$ cat config.mk
export PLATFORM = sky130hd
export DESIGN_NAME = mux_row_scanner_flat
export DESIGN_NICKNAME = d
export VERILOG_FILES = /design/src/rtl/mux_pkg.sv /design/src/rtl/mux_row_scanner_if.sv /design/src/rtl/sat_counter.sv /design/src/rtl/mux_row_scanner.sv /design/src/flat_wrapper.sv
export SDC_FILE = /design/constraint.sdc
export NUM_CORES = 1
export LEC_CHECK = 0
export CORE_MARGIN = 8
export CORE_UTILIZATION = 54
export DETAILED_ROUTE_END_ITERATION = 16
export PLACE_DENSITY = 0.78
export SYNTH_ARGS = -nofsm -noshare
export SYNTH_HDL_FRONTEND = slang
export SYNTH_SLANG_ARGS = --single-unit
$ cat constraint.sdc
create_clock -name clk -period 2.3 [get_ports clk]
set_input_delay 0.46 -clock clk [delete_from_list [all_inputs] [get_ports clk]]
set_output_delay 0.46 -clock clk [all_outputs]
set_load 0.005 [all_outputs]
$ cat src/rtl/mux_pkg.sv
// Shared types and helpers for the multiplexed-row scanner.
// Row count, FSM state encoding and the one-hot row decoder.
package mux_pkg;

    localparam int NB_MUX_ROWS = 4;

    typedef enum logic [2:0] {IDLE, PRELOAD, SHIFT, HOLD, BLANK} mux_state_t;

    function automatic logic [NB_MUX_ROWS-1:0] onehot4(input logic [1:0] idx);
        logic [NB_MUX_ROWS-1:0] r;
        r = '0;
        r[idx] = 1'b1;
        return r;
    endfunction

endpackage

$ cat src/rtl/mux_row_scanner_if.sv
// Bundle between the row scanner (master) and the driver-shift / LUT side (slave).
// led/led_valid form a valid/ready pair: a transfer happens on any clock edge where
// led_valid && led_ready; led and led_valid stay stable while led_ready is low.
interface mux_row_scanner_if #(
    parameter int LED_WIDTH = 4
);
    import mux_pkg::*;

    logic                   run;
    logic                   led_ready;
    logic [NB_MUX_ROWS-1:0] row_en;
    logic [LED_WIDTH-1:0]   led;
    logic                   led_valid;
    logic                   latch;
    logic                   busy;
    mux_state_t             state;

    modport master (
        input  run, led_ready,
        output row_en, led, led_valid, latch, busy, state
    );

    modport slave (
        output run, led_ready,
        input  row_en, led, led_valid, latch, busy, state
    );

endinterface

$ cat src/rtl/sat_counter.sv
// Saturating cycle counter: clear restarts the count with the current cycle included,
// so done rises on the MAX-th cycle since the clear.
module sat_counter #(
    parameter int MAX = 4
) (
    input  logic clk,
    input  logic rst,
    input  logic clear,
    input  logic enable,
    output logic done
);
    localparam int W = $clog2(MAX + 1);
    localparam logic [W-1:0] MAX_V = W'(MAX);

    logic [W-1:0] cnt_q, cnt_d;

    always_comb begin
        cnt_d = cnt_q;
        if (clear) begin
            cnt_d = W'(1);
        end else if (enable && (cnt_q < MAX_V)) begin
            cnt_d = cnt_q + W'(1);
        end
    end

    always_ff @(posedge clk or posedge rst) begin
        if (rst) begin
            cnt_q <= '0;
        end else begin
            cnt_q <= cnt_d;
        end
    end

    assign done = (cnt_q >= MAX_V);

endmodule

$ cat src/rtl/mux_row_scanner.sv
// Multiplexed-row sequencer: lights one row while loading the next row's driver data,
// then latches and blanks before switching rows.
module mux_row_scanner #(
    parameter int NB_LEDS_PER_GROUP = 16,
    parameter int ON_CYCLES         = 256,
    parameter int BLANK_CYCLES      = 4,
    localparam int LED_WIDTH        = $clog2(NB_LEDS_PER_GROUP)
) (
    input  logic              clk,
    input  logic              rst,
    mux_row_scanner_if.master bus
);
    import mux_pkg::*;

    localparam logic [LED_WIDTH-1:0] LED_LAST = LED_WIDTH'(NB_LEDS_PER_GROUP - 1);

    mux_state_t             state_q, state_d;
    logic [1:0]             cur_q, cur_d;
    logic [NB_MUX_ROWS-1:0] row_en_q, row_en_d;
    logic [LED_WIDTH-1:0]   led_q, led_d;
    logic                   led_valid_q, led_valid_d;
    logic                   latch_q, latch_d;
    logic                   busy_q, busy_d;

    logic xfer, last_xfer;
    logic on_done, blank_done;
    logic on_clear, on_en, blank_clear, blank_en;

    assign xfer      = led_valid_q && bus.led_ready;
    assign last_xfer = xfer && (led_q == LED_LAST);

    always_comb begin
        state_d     = state_q;
        cur_d       = cur_q;
        row_en_d    = row_en_q;
        led_d       = led_q;
        led_valid_d = led_valid_q;
        latch_d     = 1'b0;
        busy_d      = busy_q;

        if (xfer) begin
            led_d = (led_q == LED_LAST) ? '0 : led_q + LED_WIDTH'(1);
        end

        case (state_q)
            IDLE: begin
                if (bus.run) begin
                    // cur parks on row 3 so the first post-preload increment lands on row 0
                    state_d     = PRELOAD;
                    cur_d       = 2'd3;
                    led_valid_d = 1'b1;
                    busy_d      = 1'b1;
                end
            end
            PRELOAD: begin
                if (last_xfer) begin
                    state_d     = BLANK;
                    led_valid_d = 1'b0;
                    latch_d     = 1'b1;
                end
            end
            SHIFT: begin
                if (last_xfer) begin
                    state_d     = HOLD;
                    led_valid_d = 1'b0;
                end
            end
            HOLD: begin
                if (on_done) begin
                    state_d  = BLANK;
                    row_en_d = '0;
                    latch_d  = 1'b1;
                end
            end
            BLANK: begin
                if (blank_done) begin
                    if (bus.run) begin
                        state_d     = SHIFT;
                        cur_d       = cur_q + 2'd1;
                        row_en_d    = onehot4(cur_q + 2'd1);
                        led_valid_d = 1'b1;
                    end else begin
                        state_d = IDLE;
                        cur_d   = 2'd0;
                        busy_d  = 1'b0;
                    end
                end
            end
            default: state_d = IDLE;
        endcase
    end

    // The on-time window opens on the first lit cycle and spans SHIFT plus HOLD
    assign on_clear    = (state_q == BLANK) && blank_done && bus.run;
    assign on_en       = (state_q == SHIFT) || (state_q == HOLD);
    assign blank_clear = (state_d == BLANK) && (state_q != BLANK);
    assign blank_en    = (state_q == BLANK);

    sat_counter #(.MAX(ON_CYCLES)) u_on_cnt (
        .clk    (clk),
        .rst    (rst),
        .clear  (on_clear),
        .enable (on_en),
        .done   (on_done)
    );

    sat_counter #(.MAX(BLANK_CYCLES)) u_blank_cnt (
        .clk    (clk),
        .rst    (rst),
        .clear  (blank_clear),
        .enable (blank_en),
        .done   (blank_done)
    );

    always_ff @(posedge clk or posedge rst) begin
        if (rst) begin
            state_q     <= IDLE;
            cur_q       <= 2'd0;
            row_en_q    <= '0;
            led_q       <= '0;
            led_valid_q <= 1'b0;
            latch_q     <= 1'b0;
            busy_q      <= 1'b0;
        end else begin
            state_q     <= state_d;
            cur_q       <= cur_d;
            row_en_q    <= row_en_d;
            led_q       <= led_d;
            led_valid_q <= led_valid_d;
            latch_q     <= latch_d;
            busy_q      <= busy_d;
        end
    end

    assign bus.row_en    = row_en_q;
    assign bus.led       = led_q;
    assign bus.led_valid = led_valid_q;
    assign bus.latch     = latch_q;
    assign bus.busy      = busy_q;
    assign bus.state     = state_q;

endmodule

$ cat src/flat_wrapper.sv
// flat-port wrapper written by rule: the top's interface ports become plain ports
module mux_row_scanner_flat import mux_pkg::*;
#(
    parameter int NB_LEDS_PER_GROUP = 16,
    parameter int ON_CYCLES         = 256,
    parameter int BLANK_CYCLES      = 4,
    localparam int LED_WIDTH        = $clog2(NB_LEDS_PER_GROUP)
)
  (clk, rst, bus_run, bus_led_ready, bus_row_en, bus_led, bus_led_valid, bus_latch, bus_busy, bus_state);
  mux_row_scanner_if #(.LED_WIDTH(($clog2((16))))) bus_i ();
  input  logic clk;
  input  logic rst;
  input wire logic [$bits(bus_i.run)-1:0] bus_run;
  input wire logic [$bits(bus_i.led_ready)-1:0] bus_led_ready;
  output wire logic [$bits(bus_i.row_en)-1:0] bus_row_en;
  output wire logic [$bits(bus_i.led)-1:0] bus_led;
  output wire logic [$bits(bus_i.led_valid)-1:0] bus_led_valid;
  output wire logic [$bits(bus_i.latch)-1:0] bus_latch;
  output wire logic [$bits(bus_i.busy)-1:0] bus_busy;
  output wire logic [$bits(bus_i.state)-1:0] bus_state;
  assign bus_i.run = bus_run;
  assign bus_i.led_ready = bus_led_ready;
  assign bus_row_en = bus_i.row_en;
  assign bus_led = bus_i.led;
  assign bus_led_valid = bus_i.led_valid;
  assign bus_latch = bus_i.latch;
  assign bus_busy = bus_i.busy;
  assign bus_state = bus_i.state;
  mux_row_scanner #(.NB_LEDS_PER_GROUP(NB_LEDS_PER_GROUP), .ON_CYCLES(ON_CYCLES), .BLANK_CYCLES(BLANK_CYCLES)) u_core (.clk(clk), .rst(rst), .bus(bus_i));
endmodule
==> results.ini <==
[outcome]
status = completed

[die]
row_count = 19
io_pins = 18
design.core.area_um2 = 2690
die-area_um2 = 4680
die_y_um = 68.4
start_util_pct = 55.2
dieWidth_um = 68.4

[critical_path]
cpMaxStageDelayCell = dfrtp_1
setup.worst_path.end_class = output port
cp_max_fo = 10
r2r_slack_ns = 0.44
path_cells = buf_4, clkdlybuf4s50_1
worstPathRequired_ns = 1.84
cp.arrival_ns = 1.56
r2r-end = u_core.u_on_cnt.cnt_q[5]
rr_startpoint = u_core.bus.state[1]
cp_slowest_stage_delay_ns = 0.53
cp-startpoint = u_core.bus.state[2]
crit_type = flip-flop to output port
r2r_cells = 3
start_kind = flip-flop
crit_end = bus_state[2]

[route]
vias_per_cell = 5.78
drtAntennaViolNets = 0
finalWirelength_um = 2830
drt_iter0_markers = 34
num_vias = 1128
drtPass1Iterations = 4
drc = 0
drt-wirelength-per-cell_um = 14.5

[synthesis]
syn_nets = 159
synth_most_common_cell = dfrtp_1
syn_area_per_cell_um2 = 10.2
synthArstFlopShare_pct = 100
synthFlopType = dfrtp_1
synth_area_um2 = 1480
yosys_warnings = 0
synthTopCellsByCount = dfrtp_1, inv_1, a21oi_1, nand2_1, ha_1
yosysSeqAreaShare_pct = 47.2
yosysTopAreaCellShare_pct = 47.2
synth_top_area_cell = dfrtp_1
ys_ff_latch = 28
synth.area.top_cells = dfrtp_1, ha_1, a21oi_1
syn_inst = 146
ys_types = 35
synth-edff-count = 0

[power_and_ir_drop]
p_clk_share_pct = 14.5
power_density_nw_per_um2 = 931
sw_frac_of_total_pct = 36.7
peakVddDrop_mv = 0.735
p_comb_share_pct = 35.9
intPower_mw = 1.02
cellLeakagePower_nw = 0.813
switchingPower_mw = 0.590
seq_power_share_pct = 49.6

[sta]
min_period_ns = 2.02
tightest_slew_ns = 0.581
setup_violations = 0
relSlewSlack_pct = 61.1
clock_skew_ns = 0.00854
slew_violations = 0
tns_ns = 0
post-route-period-util_pct = 87.9
finalHoldViolCount = 0
max_freq_mhz = 494
rsz0062_at_grt = false

[place]
dpl.hpwl_um = 2030
port_buffers = 17
dp.cells = 191
gp_congestion = 0.737

[clock_network]
post_cts_buffers = 0
cts-resized-gates = 0
cts_max_level = 1
clkLatencyLatePin_ns = 0.32
cts_max_path_buffers = 2
postCtsHoldBufs = 0
clkTransAtPathRegs_ns = 0.15
clock-sinks = 28
cts_inserted_buffers = 3
root_buffer = clkbuf_4
cts_tree = done

[final_layout]
antennaDiodeCount = 0
fillCellCount = 234
drive_gt1_share_pct = 7.32
synthToLayoutAreaGrowth_pct = 16.4
layout.nets = 178
final_cells = 195

[global_routing]
grt_overflow = 0
grt_usage_pct = 13.4
grt_pass1_wl_um = 5000
antenna_found_initial = 0
grt_pass1_vias = 1152
grt_max_degree = 29

[flow_run]
cap_violations = 0

[min_path]
hp-class = input port to asynchronous set/reset pin

per-stage QoR:
step                hold WS, ns  total power, mW  area [µm²]  utilization [%]  setup WS [ns]
floorplan                 0.483             1.16        1480                -          0.590
global placement          0.468             1.35        1690             63.0          0.348
detailed placement        0.479             1.39        1690             63.0          0.279
CTS                       0.482             1.63        1730             64.3          0.274
global route              0.489             1.76        1730             64.3          0.189
finish                    0.475             1.61        1730             64.3          0.277
power by group through the flow:
stage / Clock [mW] / Sequential [mW] / Combinational, mW
after global routing: 0.263 / 0.831 / 0.672
after global placement: 0 / 0.797 / 0.557
after floorplan: 0 / 0.771 / 0.387
final: 0.233 / 0.797 / 0.578
after CTS: 0.242 / 0.798 / 0.590
after detailed placement: 0 / 0.807 / 0.587
logic make-up (layout without fill, tap and decap cells):
group,after synthesis,count (layout),share of synthesized area [%]
DFF,28,28,47.2
muxes,8,8,5.82
xor gates and xnor gates,5,5,2.95
adders and majority gates,9,9,7.59
AOI/OAI and AO/OA,32,32,13.7
and+or+nand+nor,46,46,18.1
buffers and inverters,18,36,4.64
layer usage:
| metal | wire length [µm] | global-route usage [%] | up-vias |
|---|---|---|---|
| met5 | 0 | 0 | - |
| met4 | 16 | 3.32 | 0 |
| met3 | 125 | 3.76 | 2 |
| met2 | 1400 | 22.5 | 13 |
| met1 | 1290 | 16.5 | 560 |
| li1 | - | - | 553 |
state kept, by name (all words and copies together) (netlist names):
name                      cells
u_core.bus.row_en             4
u_core.bus.busy               1
u_core.cur_q                  2
u_core.bus.latch              1
u_core.u_on_cnt.cnt_q         9
u_core.bus.led_valid          1
u_core.u_blank_cnt.cnt_q      3
u_core.bus.led                4
u_core.bus.state              3
how the worst min path moves through the flow:
stage / startpoint / endpoint / slack [ns] / cells after the start
6_report: rst / u_core.bus.led[1] / 0.47 / 3
5_1_grt: rst / u_core.bus.led[1] / 0.49 / 3
4_1_cts: rst / u_core.bus.led[1] / 0.48 / 3
3_5_place_dp: u_core.bus.row_en[0] / u_core.bus.row_en[0] / 0.48 / 1
3_3_place_gp: u_core.bus.row_en[0] / u_core.bus.row_en[0] / 0.47 / 1
2_1_floorplan: u_core.bus.row_en[0] / u_core.bus.row_en[0] / 0.48 / 1
worst max-delay path: cells and delay by family (launching register included):
kind	cells	cell delay, ns
buf+inv	2	0.73
flops	1	0.53
layout make-up:
cell class	instances	area, µm²	share of cell area, %
clock buffer	4	36.3	2.10
sequential	28	701	40.6
inverter	12	45.0	2.61
multi-input combinational	100	714	41.3
timing repair buffer	20	193	11.2
tap	31	38.8	2.24
cell usage in the layout, fill, tap and decap left out, drive strengths merged, types with 5 or more instances in the layout:
master and instances:
xnor2 5, dfrtp 28, clkdlybuf4s50 17, ha 9, mux2 5, nand2 11
o31ai 5, o21ai 9, a21oi 11, nor2 5, inv 12
Note: power is estimated with default switching activity, not from simulation.
==> RTL change, RTL diff (config.mk and constraints unchanged) <==
Set the package constant `NB_MUX_ROWS` to 6 (it was 4).
--- a/src/rtl/mux_pkg.sv
+++ b/src/rtl/mux_pkg.sv
@@ -4,3 +4,3 @@
 
-    localparam int NB_MUX_ROWS = 4;
+    localparam int NB_MUX_ROWS = 6;
 
Ports: changed (resized bus_row_en); port bits go from 18 to 20. No check against the original RTL was run, so the function may have changed too.
==> RTL change against the original RTL <==
Combinational power rose by 37%; final area rose by 3.9%; non-clock buffer count did not move; clock power rose by 41%; synthesized cell count rose by 4.8%; first-iteration DRC count rose by 110%; setup slack got worse by 0.033 ns; die area rose by 4.1%; sequential cell count did not move; synthesized area rose by 5.3%; cell count rose by 3.1%; wire length rose by 16%; total power rose by 22%; critical endpoint unchanged.
==> RTL change: results (changes against the original RTL) <==
placed_cell_area_um2: 1740  # +3.0%
status: "finished clean"
drive_gt1_share_pct: 8.24  # +0.92 points
dpl.hpwl_um: 2460  # +21%
route.met2.wl_um: 1640  # +17%
clk_latency_ns: 0.34  # +0.02 ns
clock_skew_ns: 0.0144  # +0.00586 ns
grt_use_total_pct: 13.6  # +0.18 points
crit_path_max_fanout: 17  # +7
arrival_ns: 1.60  # +0.04 ns
synthTopCellsByArea: "dfrtp_1, ha_1, mux2_4"
drt_iter0_drc: 73  # +110%
grt_pass1_vias: 1238  # +7.5%
yosysSeqAreaShare_pct: 44.8  # -2.4 points
synth_fa_ha_area_share_pct: 7.21  # -0.38 points
globalplace.congestion: 0.760  # +3.0%
synthMuxAreaShare_pct: 5.84  # +0.027 points
wirelength_um: 3280  # +16%
crit_family: "flip-flops"
ys_top_cells_by_count: "dfrtp_1, a21oi_1, inv_1"
met3_usage_pct: 3.58  # -0.19 points
grt_pass1_wl_um: 5600  # +12%
fillers: 242  # +3.4%
via_per_inst: 6.07  # +4.9%
grt_util_met2_pct: 23.5  # +0.92 points
synth_compound_area_share_pct: 17.6  # +4.0 points
wl_met1_um: 1410  # +9.4%
p_leak_uw: 0.000795  # -2.2%
grt_max_degree: 21  # -28%
RTL change: changes by cell type after synthesis, sizes merged, moves of 2 or more:
cell	change
buf	+5
clkbuf	-3
o21ai	+3
nand2	-2
or3	+2
xnor2	-2
RTL change: per-stage QoR:
stage / cells / worst slack [ns]
detailed placement: 197 / 0.304
floorplan: 154 / 0.710
global placement: 197 / 0.333
finish: 201 / 0.245
global route: 201 / 0.147
CTS: 201 / 0.242
RTL change: layout make-up:
type,count,area (µm²),area share [%]
clock buffers,3,22.5,1.25
multi-input cells,106,766,42.6
inverters,12,45.0,2.51
well taps,31,38.8,2.16
repair buffers,20,193,10.7
flip-flops and latches,28,701,39.0
clock inverters,1,30.0,1.67
RTL change: cells by family (layout without fill, tap and decap cells):
| kind of cell | after synthesis | in the layout |
|---|---|---|
| other | 1 | 2 |
| buffers and inverters | 20 | 36 |
| AOI/OAI and AO/OA | 41 | 41 |
| muxes | 7 | 7 |
| and+or+nand+nor | 44 | 44 |
| xor gates and xnor gates | 3 | 3 |
| adders and majority gates | 9 | 9 |
| DFF | 28 | 28 |
RTL change: report_power, final:
group	switching (µW)	total (µW)	internal, µW
Clock	151	328	176
Combinational	410	791	382
Sequential	186	835	650
Total	746	1950	1210
RTL change: worst paths after layout:
kind / from / endpoint / slack [ns] / cells after the start
setup reg to reg: u_core.bus.state[2] / u_core.bus.row_en[2] / 0.34 / 3
max in group asynchronous: rst / u_core.u_on_cnt.cnt_q[2] / 1.35 / 3
hold / removal: rst / u_core.bus.led[3] / 0.35 / 2
hold reg to reg: u_core.u_on_cnt.cnt_q[7] / u_core.u_on_cnt.cnt_q[7] / 0.50 / 1
min in group clk: u_core.u_on_cnt.cnt_q[7] / u_core.u_on_cnt.cnt_q[7] / 0.50 / 1
setup / recovery: u_core.bus.state[2] / bus_state[2] / 0.24 / 1
